File: src/rtl/rsa_key_manager.sv
`default_nettype none
// ============================================================================
//  Module   : rsa_key_manager
//  Purpose  : Key-set controller for the RSA core. Computes n = p*q and
//             phi = (p-1)*(q-1) with an iterative shift-add multiplier, hands
//             phi to the e/d key generator and holds the finished {n, e, d}.
//  Ports    : clk, rst (sync, active-high)
//             start, p, q                  - key-set request
//             phi, phi_valid               - to key generator
//             e_key_in/_valid, d_key_in/_valid - from key generator
//             n, e_key, d_key, keys_ready  - finished key set
//             busy, error                  - status
//  Options  : RSA_KM_TIMEOUT_EN enables the WAIT_KEYS watchdog
//             (TIMEOUT_CYCLES cycles without a capture -> error).
//  Revision : 1.0 - initial release
// ============================================================================
module rsa_key_manager #(
    parameter int PRIME_W        = 16,
    parameter int TIMEOUT_CYCLES = 65535
) (
    input  logic                   clk,
    input  logic                   rst,
    input  logic                   start,
    input  logic [PRIME_W-1:0]     p,
    input  logic [PRIME_W-1:0]     q,
    output logic [2*PRIME_W-1:0]   phi,
    output logic                   phi_valid,
    input  logic [31:0]            e_key_in,
    input  logic                   e_key_valid,
    input  logic [31:0]            d_key_in,
    input  logic                   d_key_valid,
    output logic [2*PRIME_W-1:0]   n,
    output logic [31:0]            e_key,
    output logic [31:0]            d_key,
    output logic                   keys_ready,
    output logic                   busy,
    output logic                   error
);

    localparam int c_ACC_W = 2 * PRIME_W;
    localparam int c_CNT_W = $clog2(PRIME_W + 1);
    localparam logic [c_CNT_W-1:0] c_LAST_CNT = c_CNT_W'(PRIME_W);
    localparam logic [c_CNT_W-1:0] c_CNT_ONE  = c_CNT_W'(1);
    localparam logic [PRIME_W-1:0] c_ONE      = PRIME_W'(1);
    localparam logic [PRIME_W-1:0] c_MIN_PRIME = PRIME_W'(3);

    localparam logic [1:0] c_IDLE = 2'd0;
    localparam logic [1:0] c_MULT = 2'd1;
    localparam logic [1:0] c_WAIT = 2'd2;
    localparam logic [1:0] c_DONE = 2'd3;

    logic [1:0]           state_q, state_d;
    logic [c_ACC_W-1:0]   p_sh_q, p_sh_d, pm1_sh_q, pm1_sh_d;
    logic [PRIME_W-1:0]   q_sh_q, q_sh_d, qm1_sh_q, qm1_sh_d;
    logic [c_ACC_W-1:0]   acc_n_q, acc_n_d, acc_phi_q, acc_phi_d;
    logic [c_ACC_W-1:0]   n_q, n_d, phi_q, phi_d;
    logic [31:0]          e_key_q, e_key_d, d_key_q, d_key_d;
    logic [c_CNT_W-1:0]   bit_cnt_q, bit_cnt_d;
    logic                 phi_valid_q, phi_valid_d, keys_ready_q, keys_ready_d;
    logic                 busy_q, busy_d, error_q, error_d;

    logic w_primes_ok;
    logic w_capture;
    logic w_timeout;

    assign w_primes_ok = (p >= c_MIN_PRIME) && (q >= c_MIN_PRIME) && (p != q);
    // Only a joint pulse is a capture; a lone e or d pulse is dropped.
    assign w_capture   = e_key_valid && d_key_valid;

`ifdef RSA_KM_TIMEOUT_EN
    logic [31:0] wait_cnt_q, wait_cnt_d;

    // Zero outside WAIT_KEYS, so it restarts from 0 on every entry.
    always_comb begin
        wait_cnt_d = 32'd0;
        if (state_q == c_WAIT) begin
            wait_cnt_d = wait_cnt_q + 32'd1;
        end
    end

    always_ff @(posedge clk) begin
        if (rst) begin
            wait_cnt_q <= 32'd0;
        end else begin
            wait_cnt_q <= wait_cnt_d;
        end
    end

    // Fires on the TIMEOUT_CYCLES-th cycle spent in WAIT_KEYS.
    assign w_timeout = (wait_cnt_q == 32'(TIMEOUT_CYCLES - 1));
`else
    assign w_timeout = 1'b0;
`endif

    // State register
    always_ff @(posedge clk) begin
        if (rst) begin
            state_q <= c_IDLE;
        end else begin
            state_q <= state_d;
        end
    end

    // Next-state logic
    always_comb begin
        state_d = state_q;
        case (state_q)
            c_IDLE, c_DONE: begin
                if (start) begin
                    state_d = w_primes_ok ? c_MULT : c_IDLE;
                end
            end
            c_MULT: begin
                if (bit_cnt_q == c_LAST_CNT) begin
                    state_d = c_WAIT;
                end
            end
            c_WAIT: begin
                if (w_capture) begin
                    state_d = (e_key_in == 32'd0) ? c_IDLE : c_DONE;
                end else if (w_timeout) begin
                    state_d = c_IDLE;
                end
            end
            default: state_d = c_IDLE;
        endcase
    end

    // Output / datapath logic. Multiplicands shift left and multipliers shift
    // right so every MULT cycle only looks at bit 0; the extra cycle with
    // bit_cnt == PRIME_W transfers the accumulators to n/phi.
    always_comb begin
        p_sh_d       = p_sh_q;
        pm1_sh_d     = pm1_sh_q;
        q_sh_d       = q_sh_q;
        qm1_sh_d     = qm1_sh_q;
        acc_n_d      = acc_n_q;
        acc_phi_d    = acc_phi_q;
        n_d          = n_q;
        phi_d        = phi_q;
        e_key_d      = e_key_q;
        d_key_d      = d_key_q;
        bit_cnt_d    = bit_cnt_q;
        keys_ready_d = keys_ready_q;
        error_d      = error_q;
        case (state_q)
            c_IDLE, c_DONE: begin
                if (start) begin
                    keys_ready_d = 1'b0;
                    if (w_primes_ok) begin
                        error_d   = 1'b0;
                        n_d       = '0;
                        phi_d     = '0;
                        e_key_d   = 32'd0;
                        d_key_d   = 32'd0;
                        p_sh_d    = {{PRIME_W{1'b0}}, p};
                        pm1_sh_d  = {{PRIME_W{1'b0}}, p - c_ONE};
                        q_sh_d    = q;
                        qm1_sh_d  = q - c_ONE;
                        acc_n_d   = '0;
                        acc_phi_d = '0;
                        bit_cnt_d = '0;
                    end else begin
                        error_d = 1'b1;
                    end
                end
            end
            c_MULT: begin
                if (bit_cnt_q == c_LAST_CNT) begin
                    n_d   = acc_n_q;
                    phi_d = acc_phi_q;
                end else begin
                    if (q_sh_q[0]) begin
                        acc_n_d = acc_n_q + p_sh_q;
                    end
                    if (qm1_sh_q[0]) begin
                        acc_phi_d = acc_phi_q + pm1_sh_q;
                    end
                    p_sh_d    = p_sh_q << 1;
                    pm1_sh_d  = pm1_sh_q << 1;
                    q_sh_d    = q_sh_q >> 1;
                    qm1_sh_d  = qm1_sh_q >> 1;
                    bit_cnt_d = bit_cnt_q + c_CNT_ONE;
                end
            end
            c_WAIT: begin
                // A capture on the timeout cycle takes precedence.
                if (w_capture) begin
                    if (e_key_in == 32'd0) begin
                        error_d = 1'b1;
                    end else begin
                        e_key_d      = e_key_in;
                        d_key_d      = d_key_in;
                        keys_ready_d = 1'b1;
                    end
                end else if (w_timeout) begin
                    error_d      = 1'b1;
                    keys_ready_d = 1'b0;
                end
            end
            default: ;
        endcase
        // Registered status mirrors the state being entered.
        phi_valid_d = (state_d == c_WAIT);
        busy_d      = (state_d == c_MULT) || (state_d == c_WAIT);
    end

    always_ff @(posedge clk) begin
        if (rst) begin
            p_sh_q       <= '0;
            pm1_sh_q     <= '0;
            q_sh_q       <= '0;
            qm1_sh_q     <= '0;
            acc_n_q      <= '0;
            acc_phi_q    <= '0;
            n_q          <= '0;
            phi_q        <= '0;
            e_key_q      <= 32'd0;
            d_key_q      <= 32'd0;
            bit_cnt_q    <= '0;
            phi_valid_q  <= 1'b0;
            keys_ready_q <= 1'b0;
            busy_q       <= 1'b0;
            error_q      <= 1'b0;
        end else begin
            p_sh_q       <= p_sh_d;
            pm1_sh_q     <= pm1_sh_d;
            q_sh_q       <= q_sh_d;
            qm1_sh_q     <= qm1_sh_d;
            acc_n_q      <= acc_n_d;
            acc_phi_q    <= acc_phi_d;
            n_q          <= n_d;
            phi_q        <= phi_d;
            e_key_q      <= e_key_d;
            d_key_q      <= d_key_d;
            bit_cnt_q    <= bit_cnt_d;
            phi_valid_q  <= phi_valid_d;
            keys_ready_q <= keys_ready_d;
            busy_q       <= busy_d;
            error_q      <= error_d;
        end
    end

    assign phi        = phi_q;
    assign phi_valid  = phi_valid_q;
    assign n          = n_q;
    assign e_key      = e_key_q;
    assign d_key      = d_key_q;
    assign keys_ready = keys_ready_q;
    assign busy       = busy_q;
    assign error      = error_q;

endmodule
`default_nettype wire

File: config.mk
export PLATFORM = sky130hd
export DESIGN_NAME = rsa_key_manager
export DESIGN_NICKNAME = d
export VERILOG_FILES = /design/src/rtl/rsa_key_manager.sv
export SDC_FILE = /design/constraint.sdc
export NUM_CORES = 1
export LEC_CHECK = 0
export ABC_AREA = 1
export BUFFER_PORTS_ARGS = -buffer_cell sky130_fd_sc_hd__buf_2
export CORE_MARGIN = 2
export CORE_UTILIZATION = 59
export CTS_CLUSTER_SIZE = 20
export DETAILED_ROUTE_END_ITERATION = 7
export PLACE_DENSITY = 0.83
export SLEW_MARGIN = 20
export SYNTH_ARGS = -nofsm -noshare
export SYNTH_HDL_FRONTEND = slang
export SYNTH_SLANG_ARGS = --single-unit
File: constraint.sdc
create_clock -name clk -period 2.45 [get_ports clk]
set_input_delay 0.1225 -clock clk [delete_from_list [all_inputs] [get_ports clk]]
set_output_delay 0.1225 -clock clk [all_outputs]
set_load 0.03 [all_outputs]
==> results.sh <==
export IMPL_status="complete, but fails checks"
export IMPL_violations="negative setup slack"
export IMPL_async_reset_ff_share_pct=0
export IMPL_grt_usage_pct=35.6
export IMPL_critPathMaxStageDelay_ns=0.42
export IMPL_ys_seq_elements=299
export IMPL_grt_use_met2_pct=59.8
export IMPL_p_leak_nw=11.2
export IMPL_clock_latency_ns=0.57
export IMPL_place_inst=3673
export IMPL_drt_pass1_iterations=6
export IMPL_synthesis_area_sq_um=18600
export IMPL_grt_pass1_wl_mm=97.4
export IMPL_startpoint_type="register"
export IMPL_clockBufferDepth=3
export IMPL_nets=3561
export IMPL_tightest_slew_ns=0.785
export IMPL_layout_common_cells="nand2_1, inv_1, nor2_1"
export IMPL_diodes=0
export IMPL_max_cap_viol_count=0
export IMPL_viasPerCell=5.49
export IMPL_area_growth_pct=19.5
export IMPL_fp_dieW_microns=182
export IMPL_synth_distinct_cells=39
export IMPL_busiest_layer="met2"
export IMPL_vias=20965
export IMPL_antenna_found_initial=1
export IMPL_setup_slack_ns=-0.282
export IMPL_ys_flop_type="dfxtp_1"
export IMPL_htreeDepth=2
export IMPL_powerDensity_nw_per_um2=1240
export IMPL_multi_input_area_sq_um=10400
export IMPL_grt_overflow_total=0
export IMPL_met1_usage_pct=45.1
export IMPL_clkTransAtPathRegs_ns=0.08
export IMPL_final_seq_area_sq_um=5990
export IMPL_yosysTopAreaCell="dfxtp_1"
export IMPL_core_sq_um=31300
export IMPL_path_cells="inv_1, ha_1, buf_4, o21ai_1, a21oi_2, nand3_1, a21oi_4, buf_12, buf_6, nand2_1, a21oi_1"
export IMPL_critPathRequiredTime_ns=2.86
export IMPL_grt_pass1_vias=19779
export IMPL_synth_edf_count=0
export IMPL_start_util_pct=59.5
export IMPL_cts_tree="yes"
export IMPL_relSlewSlack_pct=47.6
export IMPL_drive_gt1_share_pct=11.5
export IMPL_postRouteAntennaNets=0
export IMPL_synth_cells=3129
export IMPL_wl_per_cell_microns=16.4
export IMPL_drc_errors=0
export IMPL_drt_iter0_drc=2070
export IMPL_setup_viol=1
export IMPL_crit_arrival_ns=3.14
export IMPL_finalMaxSlewViolations=0
export IMPL_dieArea_sq_um=33000
export IMPL_io_pins=233
export IMPL_gp_congestion=0.969
export IMPL_fin_crit_ns=2.73
export IMPL_synth_top_area_share_pct=32.1
export IMPL_max_freq_mhz=366
export IMPL_cts_buffers=35
export IMPL_hold_viol_final=0
export IMPL_ys_warn_count=0
export IMPL_cp_max_fo=16
export IMPL_synth_nets=3303
export IMPL_post_place_ws_ns=0.129
export IMPL_syn_area_per_cell_sq_um=5.96
export IMPL_totalWireLength_mm=62.5
export IMPL_layoutNonFillerInstCount=3816
export IMPL_ir_drop_mv=1.02
export IMPL_worst_setup_path_type="register to register"
export IMPL_synth_area_top_cells="dfxtp_1, nand2_1, inv_1, a21oi_1, nor2_1"
export IMPL_synth_seq_area_share_pct=32.1
export IMPL_clock_skew_ns=0.0417
export IMPL_root_buffer="clkbuf_16"
export IMPL_grt_max_degree=155
export IMPL_cp_num_buf_inv=4
export IMPL_hpwlAfterDp_mm=40.1
export IMPL_die_height_microns=182
export IMPL_port_buffers=232
export IMPL_cp_top_family="compound AO/OA/AOI/OAI gates"
export IMPL_hold_path_class="primary input to register"
export IMPL_end_kind="register"
export IMPL_std_cell_rows=65
export IMPL_grt_use_met3_pct=5.66
export IMPL_min_period_over_period_pct=111
export IMPL_whs_ns=0.0240
export IMPL_clock_sinks=299
export IMPL_fill_cells=2621
export IMPL_final_common_cell="nand2_1"
export IMPL_crit_slowest_cell="a21oi_1"
cell families (layout without fill, tap and decap cells):
| logic type | after synthesis | in the layout | share of synthesized area (%) |
|---|---|---|---|
| flops | 299 | 299 | 32.1 |
| fa+ha+maj | 73 | 73 | 4.98 |
| xor+xnor | 38 | 38 | 1.79 |
| simple gates | 1788 | 1788 | 39.0 |
| buf+inv | 586 | 871 | 12.6 |
| compound gates | 345 | 345 | 9.56 |
worst paths after layout:
kind	start	endpoint	slack [ns]	cells past startpoint
min	q[7]	qm1_sh_q[7]$_SDFFE_PP0P_	0.02	4
max reg2reg	state_q[0]$_SDFF_PP0_	e_key[22]$_SDFFE_PP0P_	-0.28	11
min reg2reg	qm1_sh_q[3]$_SDFFE_PP0P_	qm1_sh_q[3]$_SDFFE_PP0P_	0.45	2
max	state_q[0]$_SDFF_PP0_	e_key[22]$_SDFFE_PP0P_	-0.28	11
cells in the mapped netlist (2+ instances only):
| cell | n |
|---|---|
| fa_1 | 2 |
| xnor2_1 | 30 |
| buf_4 | 13 |
| and2_1 | 10 |
| nand3_1 | 166 |
| or2_1 | 2 |
| nor2_2 | 2 |
| buf_1 | 7 |
| a21oi_1 | 263 |
| xor2_1 | 8 |
| nand3_2 | 3 |
| inv_1 | 451 |
| a22oi_1 | 2 |
| nor2_1 | 316 |
| o211ai_1 | 2 |
| dfxtp_1 | 299 |
| buf_2 | 32 |
| nor3_2 | 22 |
| nor3_1 | 30 |
| o21ai_0 | 59 |
| inv_2 | 6 |
| clkbuf_1 | 69 |
| nand2_2 | 3 |
| a31oi_1 | 3 |
| nand2_1 | 1195 |
| buf_6 | 7 |
| o221ai_1 | 4 |
| nand4_1 | 24 |
| or2_2 | 6 |
| o21ai_1 | 5 |
| o21bai_1 | 3 |
| nand3b_1 | 8 |
| ha_1 | 71 |
per-stage QoR:
stage | utilization [%] | instance area, sq um | setup TNS, ns | total power, mW
CTS | 70.6 | 22100 | 0 | 26.9
finish | 71.2 | 22300 | -0.282 | 27.5
detailed placement | 64.4 | 20200 | 0 | 21.1
global placement | 64.4 | 20200 | 0 | 20.7
floorplan | - | 18600 | 0 | 17.5
global route | 71.2 | 22300 | -2.95 | 29.4
worst min-delay path, cell delays in order:
cell      delay (ns)
buf_2           0.16
nand3_1         0.09
o221ai_1        0.07
a21oi_1         0.07
sequential cells by signal, indices dropped and copies added, names as in the netlist, 2 cells and up:
| register | count |
|---|---|
| acc_n_q | 32 |
| acc_phi_q | 32 |
| d_key | 32 |
| e_key | 32 |
| n | 32 |
| p_sh_q | 32 |
| phi | 32 |
| pm1_sh_q | 32 |
| q_sh_q | 16 |
| qm1_sh_q | 16 |
| bit_cnt_q | 5 |
| state_q | 2 |
where the power goes:
group	switching (mW)	internal, mW
clock	2.42	3.35
sequential	0.846	6.24
combinational	10.1	4.59
total	13.4	14.2
cell type report:
class / count / area share [%]
clock buffer: 47 / 4.45
timing repair buffer: 350 / 11.0
clock inverter: 17 / 1.24
sequential: 299 / 26.9
multi-input combinational: 2244 / 46.5
inverter: 457 / 7.70
tap: 402 / 2.26
per-layer routing:
metal	wire length (microns)	share of wire, %	vias to the layer above
li1	-	-	10117
met1	25800	41	9456
met2	28100	45	1092
met3	5210	8.3	298
met4	3430	5.5	2
met5	11	0.018	-
what timing repair did:
action	in CTS	in global routing
setup buffers	0	5
endpoints found under the setup margin	0	73
hold buffers	70	0
gates resized for setup	0	5
hold endpoints to repair	72	0
Note: power is estimated with default switching activity, not from simulation.
